===== config.mk =====
export PLATFORM = sky130hd
export DESIGN_NAME = arith_muldiv_seq
export DESIGN_NICKNAME = d
export VERILOG_FILES = /design/src/rtl/arith_muldiv_seq_pkg.sv /design/src/rtl/arith_muldiv_seq_arith.sv /design/src/rtl/arith_muldiv_seq.sv
export SDC_FILE = /design/constraint.sdc
export NUM_CORES = 1
export LEC_CHECK = 0
export BUFFER_PORTS_ARGS = -buffer_cell sky130_fd_sc_hd__buf_2
export CAP_MARGIN = 20
export CORE_MARGIN = 4
export CORE_UTILIZATION = 50
export CTS_CLUSTER_SIZE = 14
export DETAILED_ROUTE_END_ITERATION = 8
export PLACE_DENSITY = 0.66
export SETUP_SLACK_MARGIN = 0.1
export SLEW_MARGIN = 20
export SYNTH_ARGS = -nofsm -noshare
export SYNTH_HDL_FRONTEND = slang
export SYNTH_SLANG_ARGS = --single-unit

===== constraint.sdc =====
create_clock -name clk -period 7.6 [get_ports clk]
set_input_delay 1.14 -clock clk [delete_from_list [all_inputs] [get_ports clk]]
set_output_delay 1.14 -clock clk [all_outputs]
set_load 0.01 [all_outputs]

===== src/rtl/arith_muldiv_seq_pkg.sv =====
// Shared definitions for the iterative MULT/MULTU/DIV/DIVU sequencer.
//   op_e      : operation encodings as presented on the op port
//   state_e   : sequencer FSM states
//   ITER_LAST : final value of the iteration counter
//   FT_ADD/FT_SUB : function select for the shared add/sub unit
package arith_muldiv_seq_pkg;

   typedef enum logic [1:0] {
      OP_MULT  = 2'd0,
      OP_MULTU = 2'd1,
      OP_DIV   = 2'd2,
      OP_DIVU  = 2'd3
   } op_e;

   typedef enum logic [2:0] {
      StIdle,
      StPrepA,
      StPrepB,
      StIter,
      StFixLo,
      StFixHi,
      StDone
   } state_e;

   localparam int unsigned ITER_LAST = 31;

   localparam logic FT_ADD = 1'b0;
   localparam logic FT_SUB = 1'b1;

endpackage


===== src/rtl/arith_muldiv_seq_arith.sv =====
// Single add/sub unit shared by every step of the sequencer.
//   a, b        : operands
//   ft          : FT_ADD (a+b) or FT_SUB (a-b)
//   signed_mode : 1 -> overflow is two's-complement overflow,
//                 0 -> overflow is carry (add) or borrow (sub)
//   s           : result
//   zero        : s == 0
//   overflow    : see signed_mode
//   negative    : s[WIDTH-1]
module arith_muldiv_seq_arith
   import arith_muldiv_seq_pkg::*;
#(
   parameter int unsigned WIDTH = 32
) (
   input  logic [WIDTH-1:0] a,
   input  logic [WIDTH-1:0] b,
   input  logic             ft,
   input  logic             signed_mode,
   output logic [WIDTH-1:0] s,
   output logic             zero,
   output logic             overflow,
   output logic             negative
);

   logic [WIDTH-1:0] b_eff;
   logic [WIDTH:0]   sum;
   logic             carry;
   logic             signed_ov;

   always_comb begin
      b_eff     = (ft == FT_SUB) ? ~b : b;
      sum       = {1'b0, a} + {1'b0, b_eff} + {{WIDTH{1'b0}}, ft};
      s         = sum[WIDTH-1:0];
      carry     = sum[WIDTH];
      signed_ov = (a[WIDTH-1] == b_eff[WIDTH-1]) && (s[WIDTH-1] != a[WIDTH-1]);
      zero      = (s == '0);
      negative  = s[WIDTH-1];
      // Subtraction borrow is the inverted carry of a + ~b + 1.
      if (signed_mode) begin
         overflow = signed_ov;
      end else begin
         overflow = (ft == FT_SUB) ? ~carry : carry;
      end
   end

endmodule


===== src/rtl/arith_muldiv_seq.sv =====
// Iterative MULT/MULTU/DIV/DIVU sequencer writing a HI/LO result pair.
// Every op takes 37 busy cycles: sign-strip a, sign-strip b, 32 shift/add or
// shift/subtract steps, fix LO sign, fix HI sign, done.
//   clk, rst_n    : clock, async active-low reset
//   start         : request, accepted only in idle
//   op, a, b      : operation and operands, sampled with an accepted start
//   busy          : high from the accepting edge until done exits
//   done          : one-cycle pulse, hi/lo/div_by_zero valid
//   hi, lo        : result, held until the next done
//   div_by_zero   : divide with b == 0, held with hi/lo
module arith_muldiv_seq
   import arith_muldiv_seq_pkg::*;
#(
   parameter int unsigned WIDTH = 32,
   parameter int unsigned CNT_W = 6
) (
   input  logic             clk,
   input  logic             rst_n,
   input  logic             start,
   input  logic [1:0]       op,
   input  logic [WIDTH-1:0] a,
   input  logic [WIDTH-1:0] b,
   output logic             busy,
   output logic             done,
   output logic [WIDTH-1:0] hi,
   output logic [WIDTH-1:0] lo,
   output logic             div_by_zero
);

   state_e           state_q, state_d;
   op_e              op_q, op_d;
   logic [CNT_W-1:0] cnt_q, cnt_d;
   logic [WIDTH-1:0] a_q, a_d, b_q, b_d;
   logic [WIDTH-1:0] hi_q, hi_d, lo_q, lo_d;
   logic             sa_q, sa_d, sb_q, sb_d;
   logic             lz_q, lz_d;
   logic             dbz_q, dbz_d;
   logic [WIDTH-1:0] hi_out_q, lo_out_q;
   logic             dbz_out_q;

   logic [WIDTH-1:0] ar_a, ar_b, ar_s;
   logic             ar_ft, ar_zero, ar_ov;
   logic             unused_negative;

   logic             is_div, is_signed_req;
   logic [WIDTH-1:0] rem_sh, b_abs;
   logic             q_bit;

   arith_muldiv_seq_arith #(
      .WIDTH (WIDTH)
   ) u_arith (
      .a           (ar_a),
      .b           (ar_b),
      .ft          (ar_ft),
      .signed_mode (1'b0),
      .s           (ar_s),
      .zero        (ar_zero),
      .overflow    (ar_ov),
      .negative    (unused_negative)
   );

   assign is_div        = (op_q == OP_DIV) || (op_q == OP_DIVU);
   assign is_signed_req = (op_e'(op) == OP_MULT) || (op_e'(op) == OP_DIV);

   always_comb begin
      state_d = state_q;
      op_d    = op_q;
      cnt_d   = cnt_q;
      a_d     = a_q;
      b_d     = b_q;
      hi_d    = hi_q;
      lo_d    = lo_q;
      sa_d    = sa_q;
      sb_d    = sb_q;
      lz_d    = lz_q;
      dbz_d   = dbz_q;
      ar_a    = '0;
      ar_b    = '0;
      ar_ft   = FT_ADD;
      rem_sh  = {hi_q[WIDTH-2:0], lo_q[WIDTH-1]};
      b_abs   = b_q;
      q_bit   = 1'b0;

      unique case (state_q)
         StIdle: begin
            cnt_d = '0;
            if (start) begin
               state_d = StPrepA;
               op_d    = op_e'(op);
               a_d     = a;
               b_d     = b;
               // Sign flags are zero for unsigned ops so later fix-ups reduce to sa^sb / sa.
               sa_d    = is_signed_req & a[WIDTH-1];
               sb_d    = is_signed_req & b[WIDTH-1];
               dbz_d   = op[1] & (b == '0);
            end
         end
         StPrepA: begin
            ar_b  = a_q;
            ar_ft = FT_SUB;
            if (sa_q) a_d = ar_s;
            state_d = StPrepB;
         end
         StPrepB: begin
            ar_b  = b_q;
            ar_ft = FT_SUB;
            b_abs = sb_q ? ar_s : b_q;
            b_d   = b_abs;
            hi_d  = '0;
            lo_d  = is_div ? a_q : b_abs;
            state_d = StIter;
         end
         StIter: begin
            if (is_div) begin
               ar_a  = rem_sh;
               ar_b  = b_q;
               ar_ft = FT_SUB;
               // hi[31] set means the shifted remainder exceeds 32 bits, so it always fits.
               q_bit = hi_q[WIDTH-1] | ~ar_ov;
               hi_d  = q_bit ? ar_s : rem_sh;
               lo_d  = {lo_q[WIDTH-2:0], q_bit};
            end else begin
               ar_a  = hi_q;
               ar_b  = a_q;
               ar_ft = FT_ADD;
               if (lo_q[0]) begin
                  {hi_d, lo_d} = {ar_ov, ar_s, lo_q[WIDTH-1:1]};
               end else begin
                  {hi_d, lo_d} = {1'b0, hi_q, lo_q[WIDTH-1:1]};
               end
            end
            cnt_d = cnt_q + CNT_W'(1);
            if (cnt_q == CNT_W'(ITER_LAST)) state_d = StFixLo;
         end
         StFixLo: begin
            ar_b  = lo_q;
            ar_ft = FT_SUB;
            if (sa_q ^ sb_q) lo_d = ar_s;
            // A zero low word means the 64-bit negate carries into hi.
            lz_d  = ar_zero;
            state_d = StFixHi;
         end
         StFixHi: begin
            ar_b  = hi_q;
            ar_ft = FT_SUB;
            if (!is_div && (sa_q ^ sb_q)) begin
               hi_d = lz_q ? ar_s : ~hi_q;
            end else if (is_div && sa_q) begin
               hi_d = ar_s;
            end
            state_d = StDone;
         end
         StDone: begin
            state_d = StIdle;
         end
         default: begin
            state_d = StIdle;
         end
      endcase
   end

   always_ff @(posedge clk or negedge rst_n) begin
      if (!rst_n) begin
         state_q   <= StIdle;
         op_q      <= OP_MULT;
         cnt_q     <= '0;
         a_q       <= '0;
         b_q       <= '0;
         hi_q      <= '0;
         lo_q      <= '0;
         sa_q      <= 1'b0;
         sb_q      <= 1'b0;
         lz_q      <= 1'b0;
         dbz_q     <= 1'b0;
         hi_out_q  <= '0;
         lo_out_q  <= '0;
         dbz_out_q <= 1'b0;
      end else begin
         state_q <= state_d;
         op_q    <= op_d;
         cnt_q   <= cnt_d;
         a_q     <= a_d;
         b_q     <= b_d;
         hi_q    <= hi_d;
         lo_q    <= lo_d;
         sa_q    <= sa_d;
         sb_q    <= sb_d;
         lz_q    <= lz_d;
         dbz_q   <= dbz_d;
         // Visible result only changes on the FIX_HI -> DONE edge.
         if (state_q == StFixHi) begin
            hi_out_q  <= hi_d;
            lo_out_q  <= lo_d;
            dbz_out_q <= dbz_q;
         end
      end
   end

   assign busy        = (state_q != StIdle);
   assign done        = (state_q == StDone);
   assign hi          = hi_out_q;
   assign lo          = lo_out_q;
   assign div_by_zero = dbz_out_q;

endmodule


==> Word level (Yosys, flattened, before mapping) <==
Cells that the tools add are included.
{ "totals": {"register_bits": 208, "out_inout_bits": 67, "elab_cells": 87} }
{ "classes": {"add_sub_neg": 3, "n_eq_ne": 13, "n_mux": 30, "bitwise": 9, "reduce_logical": 18} }
{ "ops": {"columns": ["operator", "n"], "rows": [
  ["2-to-1 mux 32 bit", 18],
  ["one-hot mux 32 bit (3 select lines)", 2],
  ["one-hot mux 32 bit (5 select lines)", 1],
  ["one-hot mux 32 bit (2 select lines)", 2],
  ["zero test 32 bit", 2],
  ["NOT 32 bit", 2],
  ["adder 32 x 32 -> 33 bit", 1],
  ["adder 33 x 1 -> 33 bit", 1],
  ["one-hot mux 3 bit (6 select lines)", 1],
  ["one-hot mux 6 bit (2 select lines)", 1],
  ["== test 3 bit, second input constant", 3],
  ["adder 6 x 1 -> 6 bit, second input constant", 1],
  ["== test 2 bit, second input constant", 3],
  ["== test 3 x 2 -> 1 bit, second input constant", 2],
  ["== test 6 x 5 -> 1 bit, second input constant", 1],
  ["2-to-1 mux 3 bit", 2],
  ["inequality test 2 bit, second input constant", 3],
  ["AND reduction 2 bit", 3],
  ["nonzero test 2 bit", 3],
  ["OR reduction 4 bit", 1],
  ["AND 1 bit", 3],
  ["== test 3 x 1 -> 1 bit, second input constant", 1],
  ["zero test 3 bit", 1],
  ["AND reduction 3 bit", 1],
  ["10 further kinds", 14]
]} }

==> Longest topological paths before layout <==
Gate-level depths: netlist of the first run.
{ "depth": {"ltp_word": 15, "mapped_depth": 21} }

==> Modules after synthesis <==
Synthesis of the first run repeated with hierarchy kept, for this count alone.
{ "hier_totals": {"cells_unflattened": 1895, "hier_area_um2": 15313.4} }
{ "by_module_without_submodules": {"columns": ["module", "instances", "cells_per_inst", "area_per_inst_um2"], "rows": [
  ["arith_muldiv_seq", 1, 1608, 13165.1],
  ["arith_muldiv_seq_arith", 1, 287, 2148.3]
]} }

==> Least setup slack after synthesis of the first run <==
No wires, ideal clock.
{ "synth_path": {"path_type": "register to register", "from": "register op_q[1]", "to": "register hi_q[13]", "setup_ps": 137, "arrival_time_ps": 5220, "setup_slack_ps": 2243, "path_stages_with_launch": 21, "synth_period_minus_slack_ps": 5357, "cell_sequence": "dfrtp_1 > clkbuf_1 > buf_1 > buf_1 > clkbuf_1 > clkbuf_1 > mux2i_1 > nor2_1 > ha_1 > a21o_1 > buf_2 > a21o_1 > o2111ai_2 > and3_1 > o21ai_2 > o21ai_4 > mux2i_4 > buf_6 > mux2_1 > a21oi_1 > o211ai_1"} }
{ "synth_between": {"elab_chain_len": 15, "word_cells_on_any_way": 27, "cone_classes": "add/sub: 2; eq/ne: 2; mux: 15; bitwise: 4; reduce/logical: 4"} }
{ "synth_rtl": {"columns": ["item", "line", "text"], "rows": [
  ["start, declared", "arith_muldiv_seq.sv:31", "op_e op_q, op_d;"],
  ["start signal, assigned", "arith_muldiv_seq.sv:180", "op_q <= op_d;"],
  ["== test 2 bit", "arith_muldiv_seq.sv:62", "assign is_div = (op_q == OP_DIV) || (op_q == OP_DIVU);"],
  ["logical OR 1 bit (*)", "arith_muldiv_seq.sv:62", null],
  ["2-to-1 mux 32 bit", "arith_muldiv_seq.sv:114", "if (is_div) begin"],
  ["one-hot mux 32 bit (5 select lines)", "arith_muldiv_seq.sv:84", "unique case (state_q)"],
  ["NOT 32 bit", "arith_muldiv_seq_arith.sv:31", "b_eff = (ft == FT_SUB) ? ~b : b;"],
  ["2-to-1 mux 32 bit", "arith_muldiv_seq_arith.sv:31", null],
  ["adder 32 x 32 -> 33 bit", "arith_muldiv_seq_arith.sv:32", "sum = {1'b0, a} + {1'b0, b_eff} + {{WIDTH{1'b0}}, ft};"],
  ["adder 33 x 1 -> 33 bit", "arith_muldiv_seq_arith.sv:32", null],
  ["NOT 1 bit", "arith_muldiv_seq_arith.sv:42", "overflow = (ft == FT_SUB) ? ~carry : carry;"],
  ["2-to-1 mux 1 bit", "arith_muldiv_seq_arith.sv:42", null],
  ["NOT 1 bit", "arith_muldiv_seq.sv:119", "q_bit = hi_q[WIDTH-1] | ~ar_ov;"],
  ["OR 1 bit", "arith_muldiv_seq.sv:119", null],
  ["2-to-1 mux 32 bit", "arith_muldiv_seq.sv:120", "hi_d = q_bit ? ar_s : rem_sh;"],
  ["2-to-1 mux 32 bit", "arith_muldiv_seq.sv:114", null],
  ["one-hot mux 32 bit (3 select lines) (*)", "arith_muldiv_seq.sv:84", null],
  ["via hi_d[13]", "arith_muldiv_seq.sv:34", "logic [WIDTH-1:0] hi_q, hi_d, lo_q, lo_d;"],
  ["end signal, assigned", "arith_muldiv_seq.sv:184", "hi_q <= hi_d;"],
  ["end, declared", "arith_muldiv_seq.sv:34", null]
]} }
Mark *: on every way through the listed nets, which the timed path passes. The rest lies on a longest branch.
A chain may end at the register's enable or synchronous reset.

==> Worst setup path in the final report of the first run <==
{ "layout_path": {"from": "register state_q[0]", "to": "register hi_q[30]"} }
{ "layout_between": {"elab_chain_len": 13, "word_cells_on_any_way": 24, "cone_classes": "add/sub: 2; eq/ne: 5; mux: 12; bitwise: 4; reduce/logical: 1"} }
{ "layout_rtl": {"columns": ["item", "line", "text"], "rows": [
  ["start, declared", "arith_muldiv_seq.sv:30", "state_e state_q, state_d;"],
  ["start signal, assigned", "arith_muldiv_seq.sv:164", "state_q <= StIdle;"],
  ["start signal, assigned", "arith_muldiv_seq.sv:179", "state_q <= state_d;"],
  ["== test 3 bit (tied with other cells)", "arith_muldiv_seq.sv:84", null],
  ["OR reduction 4 bit (no source line) / one-hot mux 32 bit (5 select lines) (equally long branches)", null, null],
  ["one-hot mux 1 bit (2 select lines) / NOT 32 bit (equally long branches)", "arith_muldiv_seq.sv:84, arith_muldiv_seq_arith.sv:31", null],
  ["2-to-1 mux 32 bit", "arith_muldiv_seq_arith.sv:31", null],
  ["adder 32 x 32 -> 33 bit", "arith_muldiv_seq_arith.sv:32", null],
  ["adder 33 x 1 -> 33 bit", "arith_muldiv_seq_arith.sv:32", null],
  ["NOT 1 bit", "arith_muldiv_seq_arith.sv:42", null],
  ["2-to-1 mux 1 bit", "arith_muldiv_seq_arith.sv:42", null],
  ["NOT 1 bit", "arith_muldiv_seq.sv:119", null],
  ["OR 1 bit", "arith_muldiv_seq.sv:119", null],
  ["2-to-1 mux 32 bit", "arith_muldiv_seq.sv:120", null],
  ["2-to-1 mux 32 bit", "arith_muldiv_seq.sv:114", null],
  ["one-hot mux 32 bit (3 select lines) (*)", "arith_muldiv_seq.sv:84", null],
  ["via hi_d[30]", "arith_muldiv_seq.sv:34", null]
]} }
Marks and branches as above.

==> impl_metrics.csv, run 1 <==
group,metric,value,unit
layout,mostFrequentLayoutCells,"250 x nand2_1, 231 x nor2_1, 206 x dfrtp_1, 196 x a21oi_1, 134 x buf_2",
synthesis,synth_edf_count,0,
sta,fin_ws,1.32,ns
synthesis,synth_fp_nets,2059,
clock_network,clk_latency,0.57,ns
layout,nets,2095,
layout,n_fill_cell,2913,
global_routing,use_met1,49.7,%
sta,finalHoldViolations,0,
layout,antenna_cells,0,
synthesis,yosys_register_bits,207,
sta,max_freq,0.159,GHz
setup_path,path_class,"reg -> reg",
synthesis,synth_area_leader_cell,"dfrtp_1",
setup_path,startpoint_type,"register",
route,vias_per_cell,6.80,
setup_path,rr_worst_depth,16,
setup_path,cp_data_arrival_time,6.71,ns
route,ant_nets,0,
setup_path,rrSetupSlack,1.32,ns
global_routing,grt_max_degree,153,
sta,finalCriticalPeriod,6.28,ns
sta,holdWs,0.465,ns
global_routing,antenna_found_initial,0,
setup_path,timing.rr.end,"hi_q[30]",
clock_network,post-cts-setup-buffer-count,0,
synthesis,avgSynthCellArea,8.08,um^2
global_routing,use_met3,7.48,%
sta,rsz0062_at_grt,"no",
setup_path,crit_fanout,19,
global_routing,grt_use_met2,58.3,%
flow_run,drv_cap,0,
layout,fin_util,57.0,%
synthesis,synth_area,15800,um^2
floorplanning,die_w,186,um
global_routing,track_usage,37.8,%
floorplanning,ios,136,
outcome,outcome,"finished, final reports clean",
clock_network,cts-root-buf,"clkbuf_16",
global_routing,grt-ovfl-total,0,
layout,final_common_cell,"nand2_1",
clock_network,cts_made_buffers,26,
route,vias,16400,
global_routing,grt_pass1_vias,15800,
clock_network,cts_tree,"done",
route,dr.pass1.iters,9,
hold_path,hold_path.class,"reg -> reg",
setup_path,worstSetupEndpoint,"hi_q[30]",
floorplanning,dieArea,34500,um^2
sta,drv_slew,0,
layout,regArea,5180,um^2
place,port_buffers,135,
floorplanning,die_h,186,um
synthesis,synth_area_leaders,"dfrtp_1 33%, mux2i_1 8.1%, a21oi_1 6.2%, nand2_1 6.0%, nor2_1 5.6%",
clock_network,ctsResizeCount,0,
clock_network,cts.sinks,207,
place,place_ws,1.58,ns
setup_path,worstReg2RegStart,"state_q[0]",
clock_network,clockBufferDepth,3,
sta,setup_viol_count_final,0,
floorplanning,placementRows,64,
layout,syn_to_final_growth,11.4,%
synthesis,ys_seq_area_share,32.8,%
global_routing,grt_pass1_wl,99400,um
sta,relSlewSlack,17.8,%
synthesis,yosys_warnings,0,
synthesis,synth_cell_types,94,
route,routed_wl,66700,um
clock_network,cts.reportedPaths.clkPinSlew,0.06,ns
synthesis,ys_async_sr_fraction,100,%
clock_network,htreeDepth,1,
synthesis,synth_ff_type,"dfrtp_1",
place,dp_hpwl,46600,um
route,drcViolationCount,0,
floorplanning,core,30900,um^2
global_routing,grt_busiest_layer,"met2",
route,wl_per_cell,27.7,um
layout,multi_input_area,9890,um^2
synthesis,syn_inst,1957,
sta,min_period_over_period,82.6,%
floorplanning,start_util,51.1,%
setup_path,cp-startpoint,"state_q[0]",
setup_path,worst_setup_path_end_kind,"register",
sta,final.setup_skew,0.0237,ns
setup_path,required,8.02,ns
route,drtIter0Drc,2431,
layout,drive_gt1_share,15.1,%
place,place.gp.congestion,0.988,
sta,worstMarginPinSlew,1.23,ns
clock_network,postCtsHoldBufs,0,
synthesis,synth_top_area_share,32.8,%
sta,final.setup.tns,0,ns
==> metal layers <==
layer / wire [um] / up-vias
li1: - / 7229
met1: 25800 / 7824
met2: 29400 / 1058
met3: 6700 / 262
met4: 4810 / 0
met5: 0 / -
==> layout make-up <==
cell class / count / share of cell area [%]
clock buffer: 36 / 4.43
clock inverter: 12 / 0.582
inverter: 27 / 0.575
multi-input combinational: 1550 / 56.2
sequential: 207 / 29.4
tap: 396 / 2.81
timing repair buffer: 181 / 6.02
==> registers in the layout (all words and copies together), names as in the netlist <==
signal       flops
div_by_zero      1
cnt_q            6
hi              32
sa_q             1
lz_q             1
lo              32
op_q             1
hi_q            32
dbz_q            1
state_q          3
a_q             32
sb_q             1
b_q             32
lo_q            32
==> synth_stat cells (7+ instances only) <==
cell type,instances
buf_2,10
nor4_1,9
nand4_1,11
a21oi_1,196
nand2_1,251
clkbuf_1,140
buf_1,18
xnor2_1,55
a311oi_1,15
a211oi_1,29
ha_1,32
dfrtp_1,207
o221ai_1,11
nor2_1,237
or2_2,8
o211ai_1,24
a21o_1,43
and2_1,7
o21ai_1,21
inv_1,27
o21ai_0,132
mux2i_1,128
nor3_1,28
nand3_1,14
nand2b_1,9
a221o_1,19
xor2_1,14
a22oi_1,26
and3_1,7
o22ai_1,19
a31oi_1,15
mux2_2,20
a222oi_1,34
a221oi_1,12
nor2b_1,15
==> metrics by stage <==
stage                     area (um^2)  std cells
after CTS                       17600       2409
after global routing            17600       2409
after detailed placement        16700       2361
final                           17600       2409
after floorplan                 15800       1957
after global placement          16700       2361
==> cells by family (layout without fill, tap and decap cells) <==
kind of cell / count (synthesis) / in the layout / synth area share (%)
buffers and inverters: 200 / 256 / 5.02
XOR/XNOR: 74 / 74 / 4.48
multiplexers: 153 / 153 / 9.96
adder cells (fa/ha/maj): 33 / 33 / 2.66
AO/OA/AOI/OAI: 664 / 664 / 27.9
AND/OR/NAND/NOR: 626 / 626 / 17.2
flip-flops: 207 / 207 / 32.8
==> worst max-delay path, cell delays in order, from the launching register on <==
cell and delay (ns):
dfrtp_1 0.75, nand3b_2 0.48, o21ai_2 0.86, buf_4 0.38, nand2_1 0.08, nand2_1 0.08
xnor2_1 0.07, ha_1 0.43, a21o_1 0.21, a21o_1 0.16, a221oi_1 0.82, o31a_1 0.22
nand2_1 0.13, o311ai_2 0.83, mux2i_1 0.20, a221oi_1 0.31, o21ai_1 0.11
==> worst min path at each step <==
| stage | from | end | depth (start not counted) |
|---|---|---|---|
| after CTS | hi[3] | hi[3] | 2 |
| final | hi[3] | hi[3] | 2 |
| after global placement | hi[1] | hi[1] | 2 |
| after detailed placement | hi[3] | hi[3] | 2 |
| after floorplan | dbz_q | div_by_zero | 2 |
| after global routing | hi[22] | hi[22] | 1 |
Power of run 1 is not shown: default switching activity piles up to over one toggle a cycle in this logic, so the estimate is an artifact.
==> inputs of run 2 (changes only) <==
--- a/config.mk
+++ b/config.mk
@@ -11,7 +11,7 @@
 export CORE_UTILIZATION = 50
 export CTS_CLUSTER_SIZE = 14
 export DETAILED_ROUTE_END_ITERATION = 8
-export PLACE_DENSITY = 0.66
+export PLACE_DENSITY = 0.68
 export SETUP_SLACK_MARGIN = 0.1
 export SLEW_MARGIN = 20
 export SYNTH_ARGS = -nofsm -noshare
==> constraint.sdc (replaced) <==
create_clock -name clk -period 5.2 [get_ports clk]
set_input_delay 0.78 -clock clk [delete_from_list [all_inputs] [get_ports clk]]
set_output_delay 0.78 -clock clk [all_outputs]
set_load 0.01 [all_outputs]
==> run 2 against run 1 <==
Against the previous run:
- flip-flop and latch count stayed put
- critical path depth is 4 higher
- hold slack worse by 0.16 ns
- worst setup slack worse by 1.1 ns
- critical endpoint unchanged
- utilization is 2.6 points higher
- clock skew is 0.011 ns lower
- via count is 2.3% higher
- first-iteration DRC count is 14% lower
- non-clock buffer count is 94 higher
- clock-buffer cell count is 4 lower
- cell count is 3.8% higher
- critical path type unchanged
==> impl_metrics.csv, run 2 (synthesis results as in run 1) <==
group,metric,value,unit
sta,final.setup.tns,0,ns
setup_path,rr_worst_depth,20,
sta,max_freq,0.202,GHz
setup_path,required,5.62,ns
global_routing,use_met1,50.3,%
clock_network,post-cts-setup-buffer-count,0,
sta,final.setup_skew,0.0124,ns
setup_path,worstSetupEndpoint,"hi_q[30]",
outcome,outcome,"finished, final reports clean",
setup_path,rrSetupSlack,0.24,ns
route,vias_per_cell,6.70,
global_routing,grt_busiest_layer,"met2",
layout,drive_gt1_share,19.2,%
global_routing,grt-ovfl-total,0,
layout,final_common_cell,"nand2_1",
clock_network,htreeDepth,1,
global_routing,grt_max_degree,111,
place,place.gp.congestion,1.00,
sta,finalHoldViolations,0,
setup_path,cp-startpoint,"state_q[2]",
sta,min_period_over_period,95.3,%
sta,finalCriticalPeriod,4.96,ns
hold_path,hold_path.class,"in -> async",
clock_network,clk_latency,0.55,ns
clock_network,postCtsHoldBufs,0,
route,routed_wl,66900,um
clock_network,cts_made_buffers,25,
setup_path,worst_setup_path_end_kind,"register",
clock_network,cts_tree,"done",
global_routing,use_met3,6.55,%
clock_network,ctsResizeCount,1,
sta,relSlewSlack,26.8,%
route,wl_per_cell,26.8,um
place,dp_hpwl,47900,um
setup_path,timing.rr.end,"hi_q[30]",
floorplanning,ios,136,
clock_network,cts.reportedPaths.clkPinSlew,0.07,ns
route,vias,16700,
floorplanning,dieArea,34500,um^2
global_routing,grt_pass1_wl,99800,um
clock_network,clockBufferDepth,3,
floorplanning,core,30900,um^2
route,drcViolationCount,0,
setup_path,crit_fanout,12,
global_routing,track_usage,37.9,%
route,dr.pass1.iters,6,
sta,drv_slew,0,
layout,antenna_cells,0,
layout,syn_to_final_growth,16.6,%
sta,setup_viol_count_final,0,
layout,fin_util,59.6,%
floorplanning,die_w,186,um
setup_path,startpoint_type,"register",
sta,rsz0062_at_grt,"yes",
floorplanning,placementRows,64,
setup_path,worstReg2RegStart,"state_q[2]",
global_routing,grt_pass1_vias,16000,
floorplanning,start_util,51.1,%
clock_network,cts-root-buf,"clkbuf_16",
route,ant_nets,0,
place,port_buffers,135,
sta,worstMarginPinSlew,1.10,ns
global_routing,antenna_found_initial,1,
layout,mostFrequentLayoutCells,"250 x nand2_1, 231 x nor2_1, 205 x dfrtp_1, 196 x a21oi_1",
layout,nets,2188,
global_routing,grt_use_met2,58.9,%
setup_path,path_class,"reg -> reg",
clock_network,cts.sinks,207,
setup_path,cp_data_arrival_time,5.38,ns
route,drtIter0Drc,2087,
flow_run,drv_cap,0,
floorplanning,die_h,186,um
-- run 2: cell count changes in the layout (fill, tap and decap cells not counted), moves of 2 or more --
cell and delta:
clkinv_2 -4, buf_4 +91, bufinv_16 +4, clkbuf_16 -2, buf_12 +3, nand2b_1 -2
clkinvlp_4 +4, nand2b_2 +2
-- run 2: final cells by class --
cell class                 instances  area, um^2
timing repair buffer             275        1800
multi-input combinational       1550        9930
fill                            2900       12500
clock inverter                    13         204
clock buffer                      32         712
inverter                          27         101
sequential                       207        5180
tap                              396         495
-- run 2: how the worst min path moves through the flow --
stage | to | depth (start not counted) | slack (ns) | from
6_report | dbz_q | 1 | 0.31 | rst_n
2_1_floorplan | div_by_zero | 2 | 0.44 | dbz_q
3_3_place_gp | hi[26] | 2 | 0.45 | hi[26]
4_1_cts | dbz_q | 1 | 0.34 | rst_n
3_5_place_dp | hi[0] | 1 | 0.46 | hi[0]
5_1_grt | dbz_q | 1 | 0.38 | rst_n
-- run 2: worst max-delay path, cell delays in order (launching register included) --
cell and delay [ns]:
dfrtp_1 0.44, buf_4 0.20, nor2_1 0.29, nand2_2 0.14
o21ai_4 0.16, buf_4 0.29, buf_4 0.23, nand2_1 0.07
nand2_1 0.13, xnor2_1 0.10, ha_1 0.46, nand2_1 0.17
nor2_1 0.35, nand2_1 0.19, a311o_1 0.37, nand4_1 0.11
nand4b_1 0.26, o21ai_0 0.35, a211oi_2 0.18, a221oi_1 0.23
o21ai_1 0.10
-- run 2: routing by layer --
layer  vias to the layer above  part of all wire, %
met3                       239                  9.6
li1                       7408                    -
met2                      1033                   44
met4                         2                  6.9
met1                      8065                   39
met5                         -                0.021
-- run 2: through the flow --
stage	std cells	hold WS [ns]	instance area, um^2	worst slack (ns)
floorplan	1957	0.439	15800	0.140
global placement	2455	0.453	17500	0.127
detailed placement	2455	0.461	17500	0.105
CTS	2500	0.341	18400	0.115
global route	2500	0.378	18400	0.0685
finish	2500	0.306	18400	0.244
Power of run 2 is left out for the same reason.
